## src/rtl/mem_arbiter_pkg.sv

```systemverilog
// Shared types for the instruction/data memory arbiter: bus commands,
// requester identity and the per-tag ownership record.
package mem_arbiter_pkg;

    localparam int MEM_TAG_W        = 4;
    localparam int MEM_ADDR_W       = 32;
    localparam int MEM_DATA_W       = 64;
    localparam int MEM_STARVE_LIMIT = 4;

    typedef enum logic [1:0] {
        BUS_NONE  = 2'h0,
        BUS_LOAD  = 2'h1,
        BUS_STORE = 2'h2
    } bus_command_e;

    typedef enum logic {
        OWN_I = 1'b0,
        OWN_D = 1'b1
    } owner_e;

    typedef struct packed {
        logic   valid;
        owner_e owner;
        logic   squashed;
    } tag_entry_t;

    function automatic logic is_request(input bus_command_e cmd);
        return cmd != BUS_NONE;
    endfunction

endpackage

```

## src/rtl/mem_arbiter_if.sv

```systemverilog
// Signal bundle between the two cache controllers, the arbiter and main memory.
// The slave modport is the arbiter's view; master is the surrounding system.
interface mem_arbiter_if
    import mem_arbiter_pkg::*;
#(
    parameter int TAG_W  = MEM_TAG_W,
    parameter int ADDR_W = MEM_ADDR_W,
    parameter int DATA_W = MEM_DATA_W
) ();

    bus_command_e              proc2Imem_command;
    logic         [ADDR_W-1:0] proc2Imem_addr;
    bus_command_e              proc2Dmem_command;
    logic         [ADDR_W-1:0] proc2Dmem_addr;
    logic         [DATA_W-1:0] proc2Dmem_data;
    logic                      squash_imem;

    logic         [TAG_W-1:0]  mem2proc_response;
    logic         [DATA_W-1:0] mem2proc_data;
    logic         [TAG_W-1:0]  mem2proc_tag;

    bus_command_e              proc2mem_command;
    logic         [ADDR_W-1:0] proc2mem_addr;
    logic         [DATA_W-1:0] proc2mem_data;

    logic         [TAG_W-1:0]  Imem2proc_response;
    logic         [DATA_W-1:0] Imem2proc_data;
    logic         [TAG_W-1:0]  Imem2proc_tag;
    logic         [TAG_W-1:0]  Dmem2proc_response;
    logic         [DATA_W-1:0] Dmem2proc_data;
    logic         [TAG_W-1:0]  Dmem2proc_tag;
    logic                      orphan_tag_err;

    modport slave (
        input  proc2Imem_command, proc2Imem_addr,
        input  proc2Dmem_command, proc2Dmem_addr, proc2Dmem_data,
        input  squash_imem,
        input  mem2proc_response, mem2proc_data, mem2proc_tag,
        output proc2mem_command, proc2mem_addr, proc2mem_data,
        output Imem2proc_response, Imem2proc_data, Imem2proc_tag,
        output Dmem2proc_response, Dmem2proc_data, Dmem2proc_tag,
        output orphan_tag_err
    );

    modport master (
        output proc2Imem_command, proc2Imem_addr,
        output proc2Dmem_command, proc2Dmem_addr, proc2Dmem_data,
        output squash_imem,
        output mem2proc_response, mem2proc_data, mem2proc_tag,
        input  proc2mem_command, proc2mem_addr, proc2mem_data,
        input  Imem2proc_response, Imem2proc_data, Imem2proc_tag,
        input  Dmem2proc_response, Dmem2proc_data, Dmem2proc_tag,
        input  orphan_tag_err
    );

endinterface

```

## src/rtl/mem_tag_table.sv

```systemverilog
// Per-tag ownership table: records which requester owns each outstanding load
// tag, retires entries as data returns, and can squash all I-side entries at once.
module mem_tag_table
    import mem_arbiter_pkg::*;
#(
    parameter int TAG_W = MEM_TAG_W
) (
    input  logic             clock,
    input  logic             reset,
    input  logic             alloc_valid,
    input  logic [TAG_W-1:0] alloc_tag,
    input  owner_e           alloc_owner,
    input  logic             ret_valid,
    input  logic [TAG_W-1:0] ret_tag,
    output tag_entry_t       ret_entry,
    input  logic             squash_i
);

    localparam int NUM_TAGS = 1 << TAG_W;

    // Kept in flops rather than RAM: squash touches every entry in one cycle.
    tag_entry_t entries [NUM_TAGS];

    genvar gi;
    generate
        for (gi = 0; gi < NUM_TAGS; gi++) begin : g_slot
            tag_entry_t slot_q;
            tag_entry_t slot_d;

            always_comb begin
                slot_d = slot_q;
                if (squash_i && slot_q.valid && (slot_q.owner == OWN_I)) begin
                    slot_d.squashed = 1'b1;
                end
                if (ret_valid && (ret_tag == TAG_W'(gi))) begin
                    slot_d = '0;
                end
                // A new allocation overrides a same-cycle retire of the old owner.
                if (alloc_valid && (alloc_tag == TAG_W'(gi))) begin
                    slot_d.valid    = 1'b1;
                    slot_d.owner    = alloc_owner;
                    slot_d.squashed = squash_i && (alloc_owner == OWN_I);
                end
            end

            always_ff @(posedge clock) begin
                if (reset) begin
                    slot_q <= '0;
                end else begin
                    slot_q <= slot_d;
                end
            end

            assign entries[gi] = slot_q;
        end
    endgenerate

    assign ret_entry = entries[ret_tag];

endmodule

```

## src/rtl/mem_arbiter.sv

```systemverilog
// Arbitrates the single memory bus between I-fetch and D-access, with a forced
// I-grant after a run of denials, and steers returning beats to their owner.
module mem_arbiter
    import mem_arbiter_pkg::*;
#(
    parameter int TAG_W        = MEM_TAG_W,
    parameter int ADDR_W       = MEM_ADDR_W,
    parameter int DATA_W       = MEM_DATA_W,
    parameter int STARVE_LIMIT = MEM_STARVE_LIMIT
) (
    input  logic          clock,
    input  logic          reset,
    mem_arbiter_if.slave  bus
);

    localparam int                CNT_W      = $clog2(STARVE_LIMIT + 1);
    localparam logic [CNT_W-1:0]  STARVE_MAX = CNT_W'(STARVE_LIMIT);

    logic             i_req;
    logic             d_req;
    logic             force_i;
    logic             grant_i;
    logic             grant_d;
    bus_command_e     grant_cmd;

    logic [CNT_W-1:0] starve_cnt_q;
    logic [CNT_W-1:0] starve_cnt_d;
    logic             orphan_err_q;
    logic             orphan_err_d;

    logic             alloc_valid;
    owner_e           alloc_owner;
    logic             ret_valid;
    tag_entry_t       ret_entry;
    logic             deliver;

    always_comb begin
        i_req   = (bus.proc2Imem_command == BUS_LOAD);
        d_req   = is_request(bus.proc2Dmem_command);
        force_i = i_req && (starve_cnt_q == STARVE_MAX);
        grant_d = d_req && !force_i;
        grant_i = i_req && !grant_d;
    end

    always_comb begin
        grant_cmd = BUS_NONE;
        if (grant_d) begin
            grant_cmd = bus.proc2Dmem_command;
        end else if (grant_i) begin
            grant_cmd = BUS_LOAD;
        end
    end

    // Stores are forwarded but never tracked: nothing comes back for them.
    assign alloc_valid = !reset && (grant_cmd == BUS_LOAD) && (bus.mem2proc_response != '0);
    assign alloc_owner = grant_i ? OWN_I : OWN_D;
    assign ret_valid   = (bus.mem2proc_tag != '0);
    assign deliver     = ret_valid && ret_entry.valid && !ret_entry.squashed;

    mem_tag_table #(
        .TAG_W (TAG_W)
    ) u_tag_table (
        .clock       (clock),
        .reset       (reset),
        .alloc_valid (alloc_valid),
        .alloc_tag   (bus.mem2proc_response),
        .alloc_owner (alloc_owner),
        .ret_valid   (ret_valid),
        .ret_tag     (bus.mem2proc_tag),
        .ret_entry   (ret_entry),
        .squash_i    (bus.squash_imem)
    );

    always_comb begin
        bus.proc2mem_command   = BUS_NONE;
        bus.proc2mem_addr      = '0;
        bus.proc2mem_data      = '0;
        bus.Imem2proc_response = '0;
        bus.Dmem2proc_response = '0;
        if (!reset) begin
            if (grant_d) begin
                bus.proc2mem_command   = bus.proc2Dmem_command;
                bus.proc2mem_addr      = bus.proc2Dmem_addr;
                bus.proc2mem_data      = bus.proc2Dmem_data;
                bus.Dmem2proc_response = bus.mem2proc_response;
            end else if (grant_i) begin
                bus.proc2mem_command   = BUS_LOAD;
                bus.proc2mem_addr      = bus.proc2Imem_addr;
                bus.Imem2proc_response = bus.mem2proc_response;
            end
        end
    end

    always_comb begin
        bus.Imem2proc_data = '0;
        bus.Imem2proc_tag  = '0;
        bus.Dmem2proc_data = '0;
        bus.Dmem2proc_tag  = '0;
        if (!reset && deliver) begin
            if (ret_entry.owner == OWN_I) begin
                bus.Imem2proc_data = bus.mem2proc_data;
                bus.Imem2proc_tag  = bus.mem2proc_tag;
            end else begin
                bus.Dmem2proc_data = bus.mem2proc_data;
                bus.Dmem2proc_tag  = bus.mem2proc_tag;
            end
        end
    end

    assign bus.orphan_tag_err = orphan_err_q && !reset;

    always_comb begin
        starve_cnt_d = '0;
        if (i_req && !grant_i) begin
            starve_cnt_d = (starve_cnt_q == STARVE_MAX) ? starve_cnt_q
                                                        : starve_cnt_q + CNT_W'(1);
        end
        orphan_err_d = orphan_err_q || (ret_valid && !ret_entry.valid);
    end

    always_ff @(posedge clock) begin
        if (reset) begin
            starve_cnt_q <= '0;
            orphan_err_q <= 1'b0;
        end else begin
            starve_cnt_q <= starve_cnt_d;
            orphan_err_q <= orphan_err_d;
        end
    end

endmodule

```

## src/flat_wrapper.sv

```systemverilog
// flat-port wrapper written by rule: the top's interface ports become plain ports
module mem_arbiter_flat import mem_arbiter_pkg::*;
#(
    parameter int TAG_W        = MEM_TAG_W,
    parameter int ADDR_W       = MEM_ADDR_W,
    parameter int DATA_W       = MEM_DATA_W,
    parameter int STARVE_LIMIT = MEM_STARVE_LIMIT
)
  (clock, reset, bus_proc2Imem_command, bus_proc2Imem_addr, bus_proc2Dmem_command, bus_proc2Dmem_addr, bus_proc2Dmem_data, bus_squash_imem, bus_mem2proc_response, bus_mem2proc_data, bus_mem2proc_tag, bus_proc2mem_command, bus_proc2mem_addr, bus_proc2mem_data, bus_Imem2proc_response, bus_Imem2proc_data, bus_Imem2proc_tag, bus_Dmem2proc_response, bus_Dmem2proc_data, bus_Dmem2proc_tag, bus_orphan_tag_err);
  mem_arbiter_if #(.TAG_W(TAG_W), .ADDR_W(ADDR_W), .DATA_W(DATA_W)) bus_i ();
  input  logic clock;
  input  logic reset;
  input wire logic [$bits(bus_i.proc2Imem_command)-1:0] bus_proc2Imem_command;
  input wire logic [$bits(bus_i.proc2Imem_addr)-1:0] bus_proc2Imem_addr;
  input wire logic [$bits(bus_i.proc2Dmem_command)-1:0] bus_proc2Dmem_command;
  input wire logic [$bits(bus_i.proc2Dmem_addr)-1:0] bus_proc2Dmem_addr;
  input wire logic [$bits(bus_i.proc2Dmem_data)-1:0] bus_proc2Dmem_data;
  input wire logic [$bits(bus_i.squash_imem)-1:0] bus_squash_imem;
  input wire logic [$bits(bus_i.mem2proc_response)-1:0] bus_mem2proc_response;
  input wire logic [$bits(bus_i.mem2proc_data)-1:0] bus_mem2proc_data;
  input wire logic [$bits(bus_i.mem2proc_tag)-1:0] bus_mem2proc_tag;
  output wire logic [$bits(bus_i.proc2mem_command)-1:0] bus_proc2mem_command;
  output wire logic [$bits(bus_i.proc2mem_addr)-1:0] bus_proc2mem_addr;
  output wire logic [$bits(bus_i.proc2mem_data)-1:0] bus_proc2mem_data;
  output wire logic [$bits(bus_i.Imem2proc_response)-1:0] bus_Imem2proc_response;
  output wire logic [$bits(bus_i.Imem2proc_data)-1:0] bus_Imem2proc_data;
  output wire logic [$bits(bus_i.Imem2proc_tag)-1:0] bus_Imem2proc_tag;
  output wire logic [$bits(bus_i.Dmem2proc_response)-1:0] bus_Dmem2proc_response;
  output wire logic [$bits(bus_i.Dmem2proc_data)-1:0] bus_Dmem2proc_data;
  output wire logic [$bits(bus_i.Dmem2proc_tag)-1:0] bus_Dmem2proc_tag;
  output wire logic [$bits(bus_i.orphan_tag_err)-1:0] bus_orphan_tag_err;
  assign bus_i.proc2Imem_command = bus_proc2Imem_command;
  assign bus_i.proc2Imem_addr = bus_proc2Imem_addr;
  assign bus_i.proc2Dmem_command = bus_proc2Dmem_command;
  assign bus_i.proc2Dmem_addr = bus_proc2Dmem_addr;
  assign bus_i.proc2Dmem_data = bus_proc2Dmem_data;
  assign bus_i.squash_imem = bus_squash_imem;
  assign bus_i.mem2proc_response = bus_mem2proc_response;
  assign bus_i.mem2proc_data = bus_mem2proc_data;
  assign bus_i.mem2proc_tag = bus_mem2proc_tag;
  assign bus_proc2mem_command = bus_i.proc2mem_command;
  assign bus_proc2mem_addr = bus_i.proc2mem_addr;
  assign bus_proc2mem_data = bus_i.proc2mem_data;
  assign bus_Imem2proc_response = bus_i.Imem2proc_response;
  assign bus_Imem2proc_data = bus_i.Imem2proc_data;
  assign bus_Imem2proc_tag = bus_i.Imem2proc_tag;
  assign bus_Dmem2proc_response = bus_i.Dmem2proc_response;
  assign bus_Dmem2proc_data = bus_i.Dmem2proc_data;
  assign bus_Dmem2proc_tag = bus_i.Dmem2proc_tag;
  assign bus_orphan_tag_err = bus_i.orphan_tag_err;
  mem_arbiter #(.TAG_W(TAG_W), .ADDR_W(ADDR_W), .DATA_W(DATA_W), .STARVE_LIMIT(STARVE_LIMIT)) u_core (.clock(clock), .reset(reset), .bus(bus_i));
endmodule
```

## config.mk

```make
export PLATFORM = sky130hd
export DESIGN_NAME = mem_arbiter_flat
export DESIGN_NICKNAME = d
export VERILOG_FILES = /design/src/rtl/mem_arbiter_pkg.sv /design/src/rtl/mem_arbiter_if.sv /design/src/rtl/mem_tag_table.sv /design/src/rtl/mem_arbiter.sv /design/src/flat_wrapper.sv
export SDC_FILE = /design/constraint.sdc
export NUM_CORES = 1
export LEC_CHECK = 0
export BUFFER_PORTS_ARGS = -buffer_cell sky130_fd_sc_hd__buf_4
export CAP_MARGIN = 10
export CORE_AREA = 2 2 173 175
export CTS_BUF_LIST = sky130_fd_sc_hd__clkbuf_2 sky130_fd_sc_hd__clkbuf_4 sky130_fd_sc_hd__clkbuf_8
export CTS_CLUSTER_SIZE = 14
export DETAILED_ROUTE_END_ITERATION = 8
export DIE_AREA = 0 0 175 177
export GPL_ROUTABILITY_DRIVEN = 0
export PLACE_DENSITY = 0.49
export SYNTH_ARGS = -nofsm -noshare
export SYNTH_HDL_FRONTEND = slang
export SYNTH_HIERARCHICAL = 1
export SYNTH_SLANG_ARGS = --single-unit
export TNS_END_PERCENT = 10
```

## constraint.sdc

```tcl
create_clock -name clock -period 2.06 [get_ports clock]
set_input_delay 0.103 -clock clock [delete_from_list [all_inputs] [get_ports clock]]
set_output_delay 0.103 -clock clock [all_outputs]
set_load 0.02 [all_outputs]
```

# [After elaboration in Yosys (flattened, before gate mapping)]
# Index checks and enable logic that the tools add are counted.
[totals] regBits=52 in_bits=207 out_inout_bits=243 wordCells=297
[op_classes] add_sub_neg=1 magnitude_cmp=1 eq_ne=33 muxes=73 n_bitwise=18 n_reduce_logical=121
[ops] cell="$mux 64" n=6
[ops] cell="$mux 3" n=34
[ops] cell="$mux 32" n=3
[ops] cell="$logic_and 1x1->1" n=76
[ops] cell="$eq 4x4->1 const B" n=16
[ops] cell="$reduce_bool 3->1" n=16
[ops] cell="$mux 4" n=9
[ops] cell="$reduce_bool 2->1" n=17
[ops] cell="$eq 4x3->1 const B" n=8
[ops] cell="$mux 1" n=18
[ops] cell="$not 1->1" n=17
[ops] cell="$eq 4x2->1 const B" n=4
[ops] cell="$bmux 3 s4" n=1
[ops] cell="$eq 4x1->1 const B" n=2
[ops] cell="$logic_not 4->1" n=2
[ops] cell="$reduce_bool 4->1" n=2
[ops] cell="$logic_not 1->1" n=6
[ops] cell="$ge 5x5->1 const B" n=1
[ops] cell="$not 4->5" n=1
[ops] cell="$eq 2x1->1 const B" n=2
[ops] cell="$mux 2" n=2
[ops] cell="$add 3x1->3 const B" n=1
[ops] cell="$eq 3x3->1 const B" n=1
[ops] cell="$reduce_or 2->1" n=1
[ops] cell="$logic_or 1x1->1" n=1

# [Longest topological paths before layout]
[logic_depth] depth_word=13 mapped_depth=10 ltp_nobuf=8

# [Cells and area by module]
# Netlist, hierarchy kept.
[modules_own_cells] module="mem_tag_table" instances=1 cells_each=308 area_each_um2=2557.5 seq_area_each_um2=960.9
[modules_own_cells] module="mem_arbiter" instances=1 cells_each=379 area_each_um2=2489.9 seq_area_each_um2=80.1

# [Worst setup path before layout]
# OpenSTA, ideal clock, no wires.
[synth_timing] path_kind="input to output" from="in bus_mem2proc_tag[0]" to="out bus_Imem2proc_data[10]" arrival_time_ns=2.123 required_ns=1.957 slack_ns=-0.166 stages=8 path_buffers=2 path_cell_list="buf_6 mux4_1 a22oi_1 nand3_1 or3b_1 nor3_4 clkbuf_2 and2_1"
[synth_lines] element="start, declared" line_no="flat_wrapper.sv:21" rtl="input wire logic [$bits(bus_i.mem2proc_tag)-1:0] bus_mem2proc_tag;"
[synth_lines] element="end, declared" line_no="flat_wrapper.sv:26" rtl="output wire logic [$bits(bus_i.Imem2proc_data)-1:0] bus_Imem2proc_data;"

==> impl_metrics.toml <==
[power_and_ir_drop]
vdd_ir_drop_max_mv = 0.247
power.density_mw_per_mm2 = 289
power_uw = 2890
cellLeakagePower_uw = 0.00482

[critical_path]
cp_cell_sequence = "mux4_2 -> a22oi_2 -> nand3_2 -> or3b_4 -> nor3_4 -> buf_4 -> clkbuf_16 -> and2_2 -> buf_4"
path_delay_family = "simple AND/OR/NAND/NOR gates"
max_stage_delay_ns = 0.47
timing.critical_path.required_ns = 1.96
critical-path-slowest-cell = "sky130_fd_sc_hd__mux4_2"
worst_setup_path_end_kind = "output port"
cp.buffers_inverters = 3
r2r_end = "u_core/u_tag_table/entries[43]"
rr_startpoint = "u_core/starve_cnt_q[0]"
r2r_cells = 10
cp_common_cell = "sky130_fd_sc_hd__buf_4"
highest_net_fanout_along_the_worst_path = 32
cp.arrival_ns = 2.62
critical_path_class = "reg2out"
r2r_setup_slack_ns = 0.12
critical_path.startpoint_type = "flip-flop"

[sta]
rsz_0062_raised_after_global_routing = "yes"
finalHoldViolations = 0
setup_viol = 180
period_needed_ns = 2.72
worst_slack_ns = -0.662
slew_headroom_pct = 56.1
worstMarginPinSlew_ns = 0.657
setup-tns-final_ns = -75.94
fmax_mhz = 367
final_max_slew_viol_count = 0
final_min_period_over_clock_period_pct = 132
clock-skew-final_ns = 0.00918
timing.hold.ws_ns = 0.165

[synth]
postSynthNetCount = 896
number_of_flip_flops_and_latches_in_the_synthesized_netlist = 52
syn-instance-count = 687
synth_enable_flop_cells = 0
synth_seq_area_share_pct = 20.6
synthesis.yosys.warnings = 6
synth.lib_cells_used.distinct = 51
synthesis.area_mm2 = 0.00505
synth-async-reset-ratio_pct = 0
synth.avg_cell_area_um2 = 7.35
synth_ff_type = "sky130_fd_sc_hd__dfxtp_1"

[layout]
nets = 1366
final_cell_count_no_fill = 1547
areaGrowthSynthToFinish_pct = 98.1
antenna_cells_inserted = 0
share_of_cells_above_drive_strength_1_pct = 56.2

[global_route]
antenna_found_initial = 1
grt_start_max_net_pins = 65
grt_pass1_wl_um = 39700
global_route_usage_sum_pct = 16.8
globalRoute.totalOverflow = 0
number_of_global_route_vias_before_repair = 6198

[min_path]
min_delay_path_depth = 3
hold_path.startpoint = "bus_proc2Imem_command[0]"
hp-class = "in2reg"
worst_hold_path.endpoint = "u_core/starve_cnt_q[0]"

[clocking]
insertion_delay_ns = 0.32
cts_buffers = 5
ctsHtreeMaxLevel = 2
tritoncts_clock_tree = "built"
cts.root.buffer_cell = "sky130_fd_sc_hd__clkbuf_8"
clock_tree.buffer_depth = 2
clk_pin_slew_worst_paths_ns = 0.10
cts.sink_count = 52

[floorplan]
ioPinCount = 450
floorplan.die_area_mm2 = 0.0310
core-area_mm2 = 0.0292
die_y_um = 177
floorplan.die.width_um = 175
rows = 63
starting_density_pct = 17.3

[detailed_routing]
drt.antenna.violating_nets = 0
average_routed_wire_per_standard_cell_um = 18.7
wl_um = 29000
drtIter0Drc = 409
drt-vias-per-instance = 4.29
drc = 0
num_vias = 6630
firstDrtPassIters = 7

[status]
failed_checks = "negative setup slack"
outcome = "complete, but fails checks"

[run]
number_of_maximum_capacitance_violations = 0

[place]
dpl.hpwl_um = 23100
port_buffers = 449
dp.cells = 1534
placement.setup.worst_slack_ns = -0.396
sequential cells by signal, summed over array words and instances (netlist names):
name and flops:
u_core/orphan_err_q 1, u_core/starve_cnt_q 3, u_core/u_tag_table/entries 48
layout by cell type, fill, tap and decap left out, drive strengths merged, types with 2 or more instances in the layout:
cell type and count:
nand3 22, dfxtp 52, nand2b 34, a31oi 7, inv 36, nand3b 10
buf 517, a21oi 37, and3b 4, nor2 41, o32ai 32, mux4 12
nor3 4, o21bai 6, ha 2, nor3b 7, o211ai 8, nor2b 9
nor4 5, nand2 58, a22oi 13, clkbuf 10, o21ai 5, and3 9
and2 207
stage by stage:
stage               util, %  area, um2
floorplan                 -       5070
CTS                    32.8       9590
global placement       31.6       9250
finish                 34.2      10000
global route           34.2      10000
detailed placement     31.6       9250
worst max path at each step:
| stage | startpoint | end | slack [ns] | cells past startpoint |
|---|---|---|---|---|
| floorplan | u_core/u_tag_table/entries[37] | bus_Imem2proc_data[10] | -0.12 | 7 |
| global placement | bus_mem2proc_tag[0] | bus_Imem2proc_data[4] | -0.35 | 9 |
| detailed placement | bus_mem2proc_tag[0] | bus_Imem2proc_data[55] | -0.40 | 9 |
| CTS | u_core/u_tag_table/entries[39] | bus_Imem2proc_data[55] | -0.66 | 8 |
| global route | u_core/u_tag_table/entries[39] | bus_Imem2proc_data[42] | -0.76 | 9 |
| finish | u_core/u_tag_table/entries[39] | bus_Imem2proc_data[9] | -0.66 | 9 |
cells by family after synthesis:
kind of cell | count (synthesis) | synth area share, %
and+or+nand+nor | 415 | 49.1
AOI/OAI and AO/OA | 111 | 15.2
buffers and inverters | 93 | 8.38
DFF | 52 | 20.6
muxes | 13 | 6.00
adders and majority gates | 2 | 0.496
xor gates and xnor gates | 1 | 0.174
power by group:
group          internal (uW)  switching [uW]  leakage, uW  total [uW]
registers               1010            5.39     0.000421        1020
clock network            300             346    0.0000503         646
logic                    629             592      0.00435        1220
total                   1940             943      0.00482        2890
layer usage:
metal	vias to the layer above	global-route usage (%)	share of wire, %
met4	0	3.23	1.7
met5	-	0	0
li1	3249	-	-
met3	29	4.08	6.8
met1	3087	21.4	43
met2	265	29.0	48
cells in the mapped netlist (all sizes together), types with 2 or more instances:
| cell type | number | share of area (%) |
|---|---|---|
| and2 | 207 | 27 |
| nand2 | 58 | 4.3 |
| dfxtp | 52 | 21 |
| clkbuf | 41 | 3.3 |
| nor2 | 41 | 3.0 |
| a21oi | 37 | 3.7 |
| inv | 36 | 2.7 |
| nand2b | 34 | 4.2 |
| o32ai | 32 | 5.6 |
| nand3 | 22 | 2.2 |
| buf | 16 | 2.4 |
| a22oi | 13 | 1.9 |
| mux4 | 12 | 5.8 |
| nand3b | 10 | 1.5 |
| and3 | 9 | 1.2 |
| nor2b | 9 | 1.2 |
| o211ai | 8 | 1.2 |
| a31oi | 7 | 0.87 |
| nor3b | 7 | 1.1 |
| o21bai | 6 | 0.89 |
| nor4 | 5 | 0.92 |
| o21ai | 5 | 0.57 |
| and3b | 4 | 0.69 |
| nor3 | 4 | 0.94 |
| ha | 2 | 0.50 |
worst reg2reg max path, stage by stage (launching register included):
cell                       delay, ns
sky130_fd_sc_hd__dfxtp_2        0.33
sky130_fd_sc_hd__inv_1          0.10
sky130_fd_sc_hd__ha_4           0.15
sky130_fd_sc_hd__nand4b_1       0.16
sky130_fd_sc_hd__a211oi_2       0.21
sky130_fd_sc_hd__buf_4          0.16
sky130_fd_sc_hd__nor3b_4        0.20
sky130_fd_sc_hd__buf_6          0.17
sky130_fd_sc_hd__nand2_1        0.10
sky130_fd_sc_hd__a31oi_1        0.21
sky130_fd_sc_hd__nor2_1         0.05
timing repair:
action	4_1_cts	5_1_grt
pin swaps	5	35
gates cloned	0	4
buffers inserted	0	2
resized for setup	67	104
hold buffers	0	0
endpoints found under the setup margin	226	238
area by class of cell:
class / instances / area (um2)
Sequential cell: 52 / 1040
Inverter: 36 / 135
Timing Repair Buffer: 520 / 4440
Fill cell: 3060 / 19200
Tap cell: 390 / 488
Multi-Input combinational cell: 542 / 3790
Clock buffer: 7 / 96.3
Power figures use the tool's default switching activity.
